$ cat config.mk
export PLATFORM = sky130hd
export DESIGN_NAME = ob_mk_table_qty_sum
export DESIGN_NICKNAME = d
export VERILOG_FILES = /design/src/rtl/ob_mk_table_qty_sum.sv
export SDC_FILE = /design/constraint.sdc
export NUM_CORES = 1
export LEC_CHECK = 0
export BUFFER_PORTS_ARGS = -buffer_cell sky130_fd_sc_hd__buf_2
export CORE_AREA = 3 3 323 325
export CTS_CLUSTER_SIZE = 10
export DETAILED_ROUTE_END_ITERATION = 10
export DIE_AREA = 0 0 326 328
export GPL_ROUTABILITY_DRIVEN = 0
export PLACE_DENSITY = 0.43
export SETUP_SLACK_MARGIN = 0.2
export SLEW_MARGIN = 20
export SYNTH_ARGS = -nofsm -noshare
export SYNTH_HDL_FRONTEND = slang
export SYNTH_SLANG_ARGS = --single-unit
$ cat constraint.sdc
create_clock -name clk -period 7.3 [get_ports clk]
set_input_delay 0.73 -clock clk [delete_from_list [all_inputs] [get_ports clk]]
set_output_delay 0.73 -clock clk [all_outputs]
set_load 0.01 [all_outputs]
$ cat src/rtl/ob_mk_table_qty_sum.sv
// Market-order table quantity accumulator: snapshots valid slot quantities
// on a query and sums LANES slots per cycle with a saturating total.
package ob_pkg;
    typedef logic [15:0] quantity_t;
    typedef logic [18:0] accum_quantity_t;

    typedef struct packed {
        logic [31:0] order_id;
        quantity_t   quantity;
    } table_t;
endpackage

module ob_mk_table_qty_sum #(
    parameter int N     = 16,
    parameter int LANES = 4
) (
    input  logic                       clk,
    input  logic                       rst,
    input  logic                       cmd_vld,
    input  ob_pkg::table_t [N-1:0]     tbl_r,
    input  logic [N-1:0]               tbl_vld_r,
    output logic                       busy_w,
    output logic                       busy_r,
    output ob_pkg::accum_quantity_t    rsp_quantity_w,
    output logic                       rsp_vld_r,
    output ob_pkg::accum_quantity_t    rsp_quantity_r,
    output logic                       rsp_sat_r
);
    import ob_pkg::*;

    localparam int STEPS = N / LANES;
    localparam int PW    = (STEPS > 1) ? $clog2(STEPS) : 1;
    localparam int ACC_W = $bits(accum_quantity_t);
    // Wide enough that acc + one lane group can never wrap
    localparam int SUM_W = ACC_W + $clog2(LANES) + 1;

    typedef enum logic {
        IDLE,
        COUNT
    } state_t;

    state_t                         state_q, state_d;
    quantity_t [STEPS-1:0][LANES-1:0] snap_q, snap_d;
    accum_quantity_t                acc_q, acc_d;
    logic [PW-1:0]                  ptr_q, ptr_d;
    logic                           sat_q, sat_d;
    logic                           rsp_vld_q, rsp_vld_d;
    accum_quantity_t                rsp_quantity_q, rsp_quantity_d;
    logic                           rsp_sat_q, rsp_sat_d;

    logic [SUM_W-1:0]               lane_sum;
    logic [SUM_W-1:0]               sum_full;
    logic                           ovf;
    accum_quantity_t                acc_sum;
    logic                           unused_tbl;

    assign unused_tbl = ^tbl_r;

    always_comb begin
        lane_sum = '0;
        for (int l = 0; l < LANES; l++) begin
            lane_sum = lane_sum + SUM_W'(snap_q[ptr_q][l]);
        end
        sum_full = SUM_W'(acc_q) + lane_sum;
        ovf      = |sum_full[SUM_W-1:ACC_W];
        acc_sum  = ovf ? '1 : sum_full[ACC_W-1:0];
    end

    always_comb begin
        state_d        = state_q;
        snap_d         = snap_q;
        acc_d          = acc_q;
        ptr_d          = ptr_q;
        sat_d          = sat_q;
        rsp_vld_d      = rsp_vld_q;
        rsp_quantity_d = rsp_quantity_q;
        rsp_sat_d      = rsp_sat_q;
        busy_w         = 1'b0;

        if (cmd_vld) begin
            for (int s = 0; s < STEPS; s++) begin
                for (int l = 0; l < LANES; l++) begin
                    snap_d[s][l] = tbl_vld_r[s*LANES+l] ?
                                   tbl_r[s*LANES+l].quantity : '0;
                end
            end
            acc_d     = '0;
            ptr_d     = '0;
            sat_d     = 1'b0;
            rsp_vld_d = 1'b0;
            state_d   = COUNT;
            busy_w    = 1'b1;
        end else if (state_q == COUNT) begin
            acc_d = acc_sum;
            sat_d = sat_q | ovf;
            ptr_d = ptr_q + 1'b1;
            if (ptr_q == PW'(STEPS-1)) begin
                ptr_d          = '0;
                state_d        = IDLE;
                rsp_quantity_d = acc_sum;
                rsp_sat_d      = sat_q | ovf;
                rsp_vld_d      = 1'b1;
            end else begin
                busy_w = 1'b1;
            end
        end
    end

    assign rsp_quantity_w = acc_d;
    assign busy_r         = (state_q == COUNT);
    assign rsp_vld_r      = rsp_vld_q;
    assign rsp_quantity_r = rsp_quantity_q;
    assign rsp_sat_r      = rsp_sat_q;

    always_ff @(posedge clk) begin
        if (rst) begin
            state_q        <= IDLE;
            acc_q          <= '0;
            ptr_q          <= '0;
            sat_q          <= 1'b0;
            rsp_vld_q      <= 1'b0;
            rsp_quantity_q <= '0;
            rsp_sat_q      <= 1'b0;
        end else begin
            state_q        <= state_d;
            acc_q          <= acc_d;
            ptr_q          <= ptr_d;
            sat_q          <= sat_d;
            rsp_vld_q      <= rsp_vld_d;
            rsp_quantity_q <= rsp_quantity_d;
            rsp_sat_q      <= rsp_sat_d;
        end
    end

    always_ff @(posedge clk) begin
        snap_q <= snap_d;
    end

endmodule

**Word level (Yosys, flattened, before mapping)**

Cells that the tools add are included.

- Div/mod/pow operators: 0
- Magnitude comparators: 1
- Shift operators: 0
- Reductions and logical operators: 4
- Bitwise logic cells: 2
- Mux-type cells: 9
- Multiply operators: 0
- Add/subtract/negate cells: 5
- Eq/ne operators: 1

Operators with widths:

| operator | number |
|---|---|
| 64-bit binary-select mux with 2-bit select | 1 |
| 64-bit 2-to-1 mux | 1 |
| 19-bit 2-to-1 mux | 3 |
| 19-bit by 19-bit adder with 20-bit output | 1 |
| 18-bit by 16-bit adder with 19-bit output | 1 |
| 17-bit by 16-bit adder with 18-bit output | 1 |
| 16-bit by 16-bit adder with 17-bit output | 1 |
| 2-bit by 3-bit < comparator with 1-bit output (second input constant) | 1 |
| 1-bit 2-to-1 mux | 3 |
| 3-bit AND reduction | 1 |
| 3-bit OR reduction | 1 |
| 2-bit by 1-bit adder with 2-bit output (second input constant) | 1 |
| 2-bit equality test (second input constant) | 1 |
| 2-bit 2-to-1 mux | 1 |
| 2-bit AND reduction | 1 |
| 2-bit OR reduction | 1 |
| 1-bit inverter | 1 |
| 1-bit OR | 1 |

- Memories kept: 0
- Input port bits: 787
- Memory bits (writable): 0
- Memory bits (read-only): 0
- Output and inout port bits: 42
- Register bits after elaboration: 300
- Bits in latches: 0

**Longest topological paths before layout**

Gate-level depths: netlist (run 1).

- Depth after elaboration: 10
- Mapped depth: 19

**Worst setup path after synthesis (run 1)**

OpenSTA, ideal clock, no wires.

- Path kind: flip-flop to output port
- From: reg ptr_q[0]
- To: out rsp_quantity_w[15]
- Buffers on the path: 2
- Slack: 1.426 ns
- Stages on the path, launching flop included: 18
- Arrival time: 5.144 ns
- Cells stage by stage: dfxtp_1 clkbuf_1 buf_2 mux4_2 fa_1 inv_1 fa_1 fa_1 inv_1 ha_1 fa_1 a21o_1 nand4_2 a21oi_2 o41ai_4 o21ai_1 mux2i_1 a311oi_1

- Cells in the longest elaborated chain, start to end: 10

RTL lines:

| what | line | source |
|---|---|---|
| start: declaration | 45 | `logic [PW-1:0] ptr_q, ptr_d;` |
| start signal: assignment | 127 | `ptr_q <= ptr_d;` |
| 64-bit binary-select mux with 2-bit select (*) | 62 | `lane_sum = lane_sum + SUM_W'(snap_q[ptr_q][l]);` |
| 64-bit 2-to-1 mux (implied by the code) (*) | 62 |  |
| 16-bit by 16-bit adder with 17-bit output | 62 |  |
| 17-bit by 16-bit adder with 18-bit output | 62 |  |
| 18-bit by 16-bit adder with 19-bit output (*) | 62 |  |
| 19-bit by 19-bit adder with 20-bit output (*) | 64 | `sum_full = SUM_W'(acc_q) + lane_sum;` |
| 3-bit OR reduction | 65 | `ovf = \|sum_full[SUM_W-1:ACC_W];` |
| 19-bit 2-to-1 mux (*) | 66 | `acc_sum = ovf ? '1 : sum_full[ACC_W-1:0];` |
| 19-bit 2-to-1 mux (*) | 93 | `end else if (state_q == COUNT) begin` |
| 19-bit 2-to-1 mux (*) | 80 | `if (cmd_vld) begin` |
| end: declaration | 24 | `output ob_pkg::accum_quantity_t rsp_quantity_w,` |

Every way passes the cells marked *; elsewhere a longest branch is shown, timed or not. The select of a mux whose other input is x is not followed.

**Worst setup path after layout (run 1)**

- From: reg ptr_q[0]
- To: out rsp_quantity_w[9]

The elaborated chain is that of the path after synthesis.

==> results of run 1 <==
path summary, 6_finish.rpt:
path / startpoint / to / slack, ps / cells past startpoint
max reg2reg: ptr_q[0]$_SDFFE_PP0P_ / acc_q[9]$_SDFF_PP0_ / 1780 / 16
min reg2reg: sat_q$_SDFFE_PP0P_ / sat_q$_SDFFE_PP0P_ / 470 / 2
min: tbl_r[440] / snap_q[152]$_SDFFCE_PN0P_ / 450 / 2
max: ptr_q[0]$_SDFFE_PP0P_ / rsp_quantity_w[9] / 450 / 17
area by class of cell:
| cell class | count | area (um2) |
|---|---|---|
| multi-input combinational | 614 | 5740 |
| antenna | 7 | 17.5 |
| clock buffer | 53 | 1120 |
| fill | 11100 | 82200 |
| tap | 1368 | 1710 |
| timing repair buffer | 334 | 1750 |
| sequential | 300 | 8580 |
| inverter | 133 | 499 |
| clock inverter | 8 | 81.3 |
cell usage in the layout (no fill, tap or decap), drive strengths merged, types with 2 or more instances in the layout:
master,instances
or2,2
clkbuf,53
xnor2,6
a211oi,41
and3,2
buf,334
dfxtp,44
a311oi,16
nor2,59
o31a,2
a21o,5
o31ai,2
nand2,12
nor3,4
clkinv,4
mux2i,2
fa,47
edfxtp,256
nand2b,2
mux4,64
ha,24
o41ai,2
xor2,6
a21oi,21
o21a,9
and2,257
inv,135
o21ai,9
diode,7
nand4,6
per-stage QoR:
step | instance area (um2) | cells | total power [W]
floorplan | 15000 | 1100 | 0.00366
global placement | 18300 | 2749 | 0.00453
detailed placement | 18300 | 2749 | 0.00454
CTS | 19500 | 2810 | 0.00646
global route | 19500 | 2810 | 0.00678
finish | 19500 | 2817 | 0.00635
cell families after synthesis:
kind of cell | count (synthesis) | synth area share
compound gates | 115 | 0.0577
xor+xnor | 12 | 0.00700
fa+ha+maj | 71 | 0.0827
buf+inv | 186 | 0.0481
flops | 300 | 0.571
mux | 67 | 0.0981
simple gates | 349 | 0.135
registers in the layout (all words and copies together), names as in the netlist:
name,cells
acc_q,19
rsp_quantity_r,19
busy_r,1
snap_q,256
rsp_sat_r,1
rsp_vld_r,1
ptr_q,2
sat_q,1
layer usage:
metal  share of wire  up-vias  GRT usage  routed length [um]
met4           0.018       10     0.0243                1080
met3           0.071       70     0.0266                4200
li1                -     4536          -                   -
met1            0.49     4888      0.163               29200
met2            0.42      405      0.157               24600
met5          0.0011        -          0                  65
critical path: cells and delay by family, from the launching register on:
family	cells	cell delay [ps]
buffers and inverters	4	620
adder cells (fa/ha/maj)	5	2100
flip-flops	1	480
AND/OR/NAND/NOR	1	130
AO/OA/AOI/OAI	6	1620
multiplexers	1	590
power groups by stage:
stage / combinational [W] / sequential (W) / clock, W
6_report: 0.00244 / 0.00205 / 0.00186
5_1_grt: 0.00273 / 0.00206 / 0.00199
4_1_cts: 0.00247 / 0.00205 / 0.00194
3_5_place_dp: 0.00246 / 0.00208 / 0
3_3_place_gp: 0.00245 / 0.00208 / 0
2_1_floorplan: 0.00160 / 0.00206 / 0
==> results.txt, run 1 <==
----------------------------------------------------
[Clock tree]
  Number of gates resized after CTS ... 0
  Clock root buffer ... clkbuf_16
  Worst-Skew Late Latency ... 560 ps
  # Post-CTS Setup Buffers ... 0
  Number of buffers inserted for hold repair after clock tree synthesis ... 0
  Clock tree from TritonCTS ... built
  Clock sink total ... 300
  Level count of the clock H-tree ... 2
  Cts bufs inserted ... 39
  Worst-case clock buffer depth ... 3
  Clock transition time at the flip-flop clock pins of the worst setup and hold paths ... 60 ps

[Synth]
  Area share of the leading cell type in the synthesized netlist ... 0.512
  Number of flops mapped to enable cells by yosys ... 256
  Most area-hungry cell type in the Yosys netlist ... edfxtp_1
  Most used standard cells in the synthesized netlist ... and2_1 (257), edfxtp_1 (256), inv_1 (133)
  Synthesized netlist cell count ... 1,100
  Average size of a mapped cell ... 13.6 um2
  Dominant cells by area after synthesis ... edfxtp_1 (51%), and2_1 (11%), mux4_2 (9.6%)
  Unique cell type count in the Yosys netlist ... 51
  Synthesized net count ... 1,958
  Post-synthesis cell area ... 15,000 um2
  Synth Flop Type ... edfxtp_1
  Yosys Warn Count ... 0
  Flip-flop and latch count after synthesis ... 300
  Fraction of registers with async set or reset after synthesis ... 0
  Proportion of synthesized chip area in sequential cells ... 0.571
  Cell with the most instances after synthesis ... and2_1

[Power]
  Power density over the cells ... 326 nW/um2
  Combinational share of power ... 0.385
  Clock network power share ... 0.293
  Part of the total power dissipated in sequential elements ... 0.322
  Maximum ir drop on the vdd rail ... 0.183 mV
  P_leak ... 7.44 nW
  Switching power total ... 0.00237 W
  Internal power contribution ... 0.00398 W
  Switching part of the total power ... 0.374

[STA]
  Total count of max-transition violations in the final report ... 0
  Highest clock rate ... 146 MHz
  Slew HR ... 0.390
  Total Negative Setup Slacks ... 0 ps
  Hold violation total from the final report ... 0
  Time the final worst path needs with I/O delays and setup ... 6850 ps
  Final hold slack ... 449 ps
  Unrepaired setup endpoints after global routing ... yes
  Worst Slack Setup Final ... 447 ps
  Final Cycle Share ... 0.939
  Slew at the pin closest to its max-slew limit ... 916 ps
  Clock Skews ... 13.4 ps
  Final setup viols ... 0

[Detailed routing]
  Total wirelength of the detailed-routed design ... 59,200 um
  Routed vias ... 9,909
  Number of iterations in the first detailed-routing pass ... 5
  DRC Markers ... 0
  Post-DR wirelength/cell ... 21.0 um
  Violation count after the first detailed-routing iteration ... 569
  Remaining number of nets flagged by the antenna check after routing ... 0
  DR vias/cell ... 3.52

[Floorplan]
  Floorplan die height ... 328 um
  Initial Utilization ... 0.148
  Number of ports placed on the die boundary ... 829
  Placement row count ... 117
  Width of the die ... 326 um
  Total die area ... 107,000 um2
  Area of the core region ... 102,000 um2

[Layout]
  Core utilization of the finished layout ... 0.192
  Final-stage net count ... 2,280
  Fraction of layout cells with a size suffix above 1 ... 0.329
  Synthesis-to-layout area growth ... 29.9%

[Worst setup path]
  CP Class ... reg -> out
  Most frequent cell on the critical path ... fa_1
  Crit-path cells ... buf_4 -> mux4_2 -> inv_1 -> fa_1 -> fa_1 -> fa_1 -> inv_1 -> ha_1 -> fa_1 -> a21o_1 -> nand4_2 -> a21oi_2 -> o41ai_4 -> o31a_4 -> o31a_1 -> a211oi_1 -> buf_2
  Worst Setup Start Kind ... flip-flop
  Cell with the largest stage delay on the worst path ... mux4_2
  Maximum cell stage delay along the critical path ... 590 ps
  Worst endpoint data arrival time ... 6120 ps
  Highest net fanout along the worst path ... 17
  Endpoint required time on the critical path ... 6570 ps
  Setup crit end kind ... output pin

[Min path]
  Worst min path class ... in -> reg

[Placed design]
  Count of buffers from port buffering ... 316
  Post-detailed-placement half-perimeter wirelength ... 46,200 um
  Place WS ... 999 ps

[Global route]
  Via count of the first global-routing pass ... 10,600
  Global route total overflow ... 0
  Global-route wire length before repair ... 81,200 um
  Global Route Usage Sum ... 0.109
  Pin count of the biggest net entering global routing ... 100
  Initial antenna violation count ... 35

[Outcome]
  Run status ... complete, no violations

[Job]
  Max-cap violations ... 0

----------------------------------------------------
No activity file was read; power rests on OpenSTA's default activity.
==> run 2: changes to the inputs <==
==> constraint.sdc (replaced) <==
create_clock -name clk -period 8.9 [get_ports clk]
set_input_delay 0.89 -clock clk [delete_from_list [all_inputs] [get_ports clk]]
set_output_delay 0.89 -clock clk [all_outputs]
set_load 0.01 [all_outputs]
==> results.txt, run 2 (synthesis gave the netlist of run 1 again) <==
----------------------------------------------------
[Worst setup path]
  Gate family responsible for the most delay along the worst path ... compound AO/OA/AOI/OAI gates
  Most frequent cell on the critical path ... fa_1
  Worst endpoint data arrival time ... 6390 ps
  Maximum cell stage delay along the critical path ... 730 ps
  Logic depth of the worst path, buffers included ... 16
  Worst reg2reg path endpoint ... acc_q[10]$_SDFF_PP0_
  Cell with the largest stage delay on the worst path ... dfxtp_4
  CP Class ... reg -> out
  Endpoint required time on the critical path ... 8010 ps
  Worst setup endpoint ... rsp_quantity_w[14]
  Buf/Inv on CP ... 4
  Depth of the most critical reg-to-reg path ... 15
  Crit-path cells ... buf_4 -> mux4_2 -> inv_1 -> fa_1 -> inv_1 -> fa_1 -> fa_1 -> ha_1 -> a21o_1 -> a21oi_2 -> a21oi_2 -> o41ai_4 -> o31ai_4 -> nor2_2 -> a211oi_1 -> buf_2
  Highest net fanout along the worst path ... 25
  Worst setup slack for register-to-register paths ... 3230 ps
  Startpoint of the lowest-slack register-to-register path ... ptr_q[0]$_SDFFE_PP0P_
  Setup crit end kind ... output pin
  Worst Setup Start Kind ... flip-flop
  Start point of the critical path ... ptr_q[0]$_SDFFE_PP0P_

[Power]
  Power density over the cells ... 270 nW/um2
  P_leak ... 7.44 nW
  Maximum ir drop on the vdd rail ... 0.157 mV
  Post-layout power ... 0.00527 W

[Layout]
  Fill cell count ... 11,100
  Fraction of layout cells with a size suffix above 1 ... 0.324
  Most common library cell in the layout ignoring fill and taps ... buf_2
  Largest reg by FF count ... snap_q
  Finished Cell Area ... 19,500 um2
  Final-stage net count ... 2,275
  Most frequent cells in the layout ... buf_2 (315), and2_1 (257), edfxtp_1 (256)
  Synthesis-to-layout area growth ... 29.9%
  Flip-flop count of the largest register after layout ... 256

[STA]
  Final setup viols ... 0
  Total count of max-transition violations in the final report ... 0
  Slew at the pin closest to its max-slew limit ... 951 ps
  Total Negative Setup Slacks ... 0 ps
  Final Cycle Share ... 0.818
  Unrepaired setup endpoints after global routing ... no
  Slew HR ... 0.366
  Clock Skews ... 18.6 ps
  Final hold slack ... 467 ps
  Highest clock rate ... 137 MHz
  Time the final worst path needs with I/O delays and setup ... 7280 ps
  Hold violation total from the final report ... 0

[Clock tree]
  Clock transition time at the flip-flop clock pins of the worst setup and hold paths ... 60 ps
  Worst-Skew Late Latency ... 550 ps
  Clock root buffer ... clkbuf_16
  Number of buffers inserted for hold repair after clock tree synthesis ... 0
  Clock sink total ... 300
  Cts bufs inserted ... 40
  Worst-case clock buffer depth ... 3
  Number of gates resized after CTS ... 0
  # Post-CTS Setup Buffers ... 0
  Level count of the clock H-tree ... 2
  Clock tree from TritonCTS ... built

[Global route]
  Global-route wire length before repair ... 82,000 um
  Global Route Usage Sum ... 0.110
  Initial antenna violation count ... 43
  Pin count of the biggest net entering global routing ... 91
  Met3 Resource Use GR ... 0.0308
  Via count of the first global-routing pass ... 10,700
  Global route total overflow ... 0
  Gr busiest metal ... met1
  Met1 Usage GRT ... 0.164
  Met2 track utilization from global routing ... 0.159

[Detailed routing]
  DRC Markers ... 0
  Routed vias ... 9,916
  Violation count after the first detailed-routing iteration ... 604
  Total wirelength of the detailed-routed design ... 59,800 um
  Post-DR wirelength/cell ... 21.3 um
  DR vias/cell ... 3.53
  Number of iterations in the first detailed-routing pass ... 5
  Remaining number of nets flagged by the antenna check after routing ... 0

[Floorplan]
  Floorplan die height ... 328 um
  Total die area ... 107,000 um2
  Number of ports placed on the die boundary ... 829
  Placement row count ... 117
  Area of the core region ... 102,000 um2
  Initial Utilization ... 0.148
  Width of the die ... 326 um

[Placed design]
  Count of buffers from port buffering ... 316
  DP Area ... 18,200 um2
  Post-detailed-placement half-perimeter wirelength ... 46,100 um

[Job]
  Max-cap violations ... 0

[Outcome]
  Run status ... complete, no violations

[Min path]
  Worst min path class ... reg -> reg

----------------------------------------------------
==> run 2: routing by layer <==
layer	routed length, um	vias to the layer above
met2	24700	413
li1	-	4518
met5	81	-
met1	29300	4908
met3	4840	65
met4	912	12
==> run 2: layout make-up <==
cell class	count	area [um2]	area share
tap	1368	1710	0.0878
clock buffer	52	1140	0.0585
antenna	8	20.0	0.00103
sequential	300	8580	0.440
multi-input combinational	614	5720	0.293
timing repair buffer	328	1710	0.0875
inverter	133	499	0.0256
clock inverter	9	120	0.00616
==> run 2: how the worst min path moves through the flow <==
| stage | start | end | slack [ps] | depth (start not counted) |
|---|---|---|---|---|
| final | sat_q$_SDFFE_PP0P_ | sat_q$_SDFFE_PP0P_ | 470 | 2 |
| after global routing | sat_q$_SDFFE_PP0P_ | sat_q$_SDFFE_PP0P_ | 480 | 2 |
| after CTS | sat_q$_SDFFE_PP0P_ | sat_q$_SDFFE_PP0P_ | 470 | 2 |
| after detailed placement | sat_q$_SDFFE_PP0P_ | sat_q$_SDFFE_PP0P_ | 450 | 2 |
| after global placement | sat_q$_SDFFE_PP0P_ | sat_q$_SDFFE_PP0P_ | 440 | 2 |
| after floorplan | sat_q$_SDFFE_PP0P_ | sat_q$_SDFFE_PP0P_ | 430 | 2 |
==> run 2: report_power, final <==
| part | switching, W | internal [W] |
|---|---|---|
| combinational | 0.00127 | 0.000709 |
| clock | 0.000623 | 0.000978 |
| sequential | 0.0000377 | 0.00164 |
| total | 0.00194 | 0.00333 |
==> run 2: metrics by stage <==
stage / util / worst slack [ps] / instances
final: 0.192 / 1620 / 2812
after global routing: 0.191 / 1190 / 2805
after CTS: 0.191 / 1400 / 2804
after detailed placement: 0.179 / 2030 / 2743
after global placement: 0.179 / 2040 / 2743
after floorplan: - / 2870 / 1100
==> run 2: worst register-to-register path, cell delays in order, from the launching register on <==
cell      delay (ps)
dfxtp_4          730
buf_4            410
mux4_2           640
inv_1            130
fa_1             420
inv_1             80
fa_1             420
fa_1             440
ha_1             390
a21o_1           160
a21oi_2           80
a21oi_2          250
o41ai_4          140
o31ai_4          710
nor2_1           250
a211oi_1         310
==> run 3: changes to the inputs <==
==> constraint.sdc (replaced) <==
create_clock -name clk -period 6.7 [get_ports clk]
set_input_delay 0.67 -clock clk [delete_from_list [all_inputs] [get_ports clk]]
set_output_delay 0.67 -clock clk [all_outputs]
set_load 0.01 [all_outputs]
==> results.txt, run 3 (synthesis gave the netlist of run 1 again) <==
----------------------------------------------------
[Min path]
  Worst hold path cell count ... 2
  Hold worst-path end ... snap_q[26]$_SDFFCE_PN0P_
  Worst min path class ... in -> reg
  Hold wc startpoint ... tbl_r[58]

[Clock tree]
  Worst-case clock buffer depth ... 3
  Clock sink total ... 300
  Number of buffers inserted for hold repair after clock tree synthesis ... 0
  Cts bufs inserted ... 38
  Worst-Skew Late Latency ... 560 ps
  Clock transition time at the flip-flop clock pins of the worst setup and hold paths ... 50 ps
  Clock tree from TritonCTS ... built
  Level count of the clock H-tree ... 2
  Clock root buffer ... clkbuf_16

[Layout]
  Final-stage net count ... 2,294
  Fraction of layout cells with a size suffix above 1 ... 0.340
  Synthesis-to-layout area growth ... 31.1%
  Most common library cell in the layout ignoring fill and taps ... buf_2
  Flip-flop count of the largest register after layout ... 256
  Core utilization of the finished layout ... 0.193
  Most frequent cells in the layout ... buf_2 (315), and2_1 (257), edfxtp_1 (256)
  Largest reg by FF count ... snap_q
  Finished Cell Area ... 19,700 um2

[Worst setup path]
  Endpoint required time on the critical path ... 6030 ps
  Startpoint of the lowest-slack register-to-register path ... ptr_q[0]$_SDFFE_PP0P_
  Cell with the largest stage delay on the worst path ... mux4_2
  Setup crit end kind ... output pin
  Worst endpoint data arrival time ... 5640 ps
  Worst reg2reg path endpoint ... acc_q[9]$_SDFF_PP0_
  Gate family responsible for the most delay along the worst path ... adder cells
  Start point of the critical path ... ptr_q[0]$_SDFFE_PP0P_
  Worst Setup Start Kind ... flip-flop
  Buf/Inv on CP ... 8
  Highest net fanout along the worst path ... 8
  Crit-path cells ... buf_12 -> buf_6 -> mux4_2 -> inv_1 -> fa_1 -> inv_1 -> fa_1 -> fa_1 -> fa_1 -> a21o_1 -> nand4_2 -> a21oi_4 -> o41ai_4 -> buf_4 -> o31ai_4 -> buf_4 -> buf_6 -> nor2_4 -> a211oi_1 -> buf_2
  Most frequent cell on the critical path ... fa_1
  CP Class ... reg -> out
  Worst setup slack for register-to-register paths ... 1500 ps
  Depth of the most critical reg-to-reg path ... 19
  Maximum cell stage delay along the critical path ... 610 ps

[Floorplan]
  Width of the die ... 326 um
  Area of the core region ... 102,000 um2
  Total die area ... 107,000 um2
  Number of ports placed on the die boundary ... 829
  Floorplan die height ... 328 um
  Initial Utilization ... 0.148
  Placement row count ... 117

[Placed design]
  Place WS ... 525 ps
  DP Area ... 18,300 um2
  Count of buffers from port buffering ... 316
  Post-detailed-placement half-perimeter wirelength ... 45,900 um

[STA]
  Final Cycle Share ... 0.942
  Slew at the pin closest to its max-slew limit ... 924 ps
  Total count of max-transition violations in the final report ... 0
  Final hold slack ... 390 ps
  Clock Skews ... 18.3 ps
  Highest clock rate ... 158 MHz
  Worst Slack Setup Final ... 388 ps
  Time the final worst path needs with I/O delays and setup ... 6310 ps
  Total Negative Setup Slacks ... 0 ps
  Unrepaired setup endpoints after global routing ... yes
  Final setup viols ... 0
  Slew HR ... 0.384
  Hold violation total from the final report ... 0

[Detailed routing]
  Violation count after the first detailed-routing iteration ... 716
  Remaining number of nets flagged by the antenna check after routing ... 0
  Post-DR wirelength/cell ... 20.9 um
  DR vias/cell ... 3.50
  Routed vias ... 9,950
  Number of iterations in the first detailed-routing pass ... 5
  DRC Markers ... 0
  Total wirelength of the detailed-routed design ... 59,300 um

[Power]
  Maximum ir drop on the vdd rail ... 0.196 mV
  Power density over the cells ... 353 nW/um2
  Part of the total power dissipated in sequential elements ... 0.322
  Internal power contribution ... 0.00433 W
  P_leak ... 7.49 nW
  Switching part of the total power ... 0.376
  Clock network power share ... 0.272
  Combinational share of power ... 0.407
  Switching power total ... 0.00261 W

[Global route]
  Global Route Usage Sum ... 0.108
  Global-route wire length before repair ... 80,700 um
  Via count of the first global-routing pass ... 10,600
  Pin count of the biggest net entering global routing ... 71
  Initial antenna violation count ... 39
  Global route total overflow ... 0

[Outcome]
  Run status ... complete, no violations

[Job]
  Max-cap violations ... 0

----------------------------------------------------
-- run 3: cell types whose count changed in the layout (fill, tap and decap cells not counted), sizes merged --
cell	previous run	this run
buf	328	347
bufinv	3	1
clkinv	4	8
diode	8	14
-- run 3: final cells by class --
class,count,area (um2)
well taps,1368,1710
multi-input cells,614,5780
clock buffers,50,1010
fillers,11200,82100
flip-flops and latches,300,8580
diodes,14,35.0
inverters,133,499
clock inverters,11,95.1
repair buffers,349,1960
-- run 3: worst max-delay path by stage --
stage | endpoint | depth (start not counted) | slack (ps)
floorplan | rsp_quantity_w[15] | 17 | 890
finish | rsp_quantity_w[14] | 20 | 390
CTS | rsp_quantity_w[14] | 20 | 200
detailed placement | rsp_quantity_w[9] | 16 | 520
global route | rsp_quantity_w[14] | 20 | 170
global placement | rsp_quantity_w[9] | 16 | 570
-- run 3: power by group through the flow --
stage	combinational [W]	sequential (W)	clock (W)
6_report	0.00282	0.00223	0.00188
5_1_grt	0.00313	0.00225	0.00203
4_1_cts	0.00275	0.00224	0.00197
3_5_place_dp	0.00265	0.00228	0
3_3_place_gp	0.00265	0.00227	0
2_1_floorplan	0.00174	0.00225	0
-- run 3: what timing repair did --
action / in CTS / in global routing
gates resized for setup: 3 / 17
buffers inserted: 10 / 5
cloned: 0 / 2
pin swaps: 2 / 4
endpoints found under the setup margin: 14 / 16
-- run 3: per-layer routing --
layer / up-vias / global-route usage / wire (um)
li1: 4568 / - / -
met1: 4863 / 0.162 / 28300
met2: 454 / 0.158 / 25000
met3: 57 / 0.0259 / 5140
met4: 8 / 0.0198 / 859
met5: - / 0 / 50
-- run 3: metrics by stage --
stage	power [W]	instances
6_report	0.00694	2839
5_1_grt	0.00742	2825
4_1_cts	0.00696	2818
3_5_place_dp	0.00493	2747
3_3_place_gp	0.00492	2747
2_1_floorplan	0.00399	1100
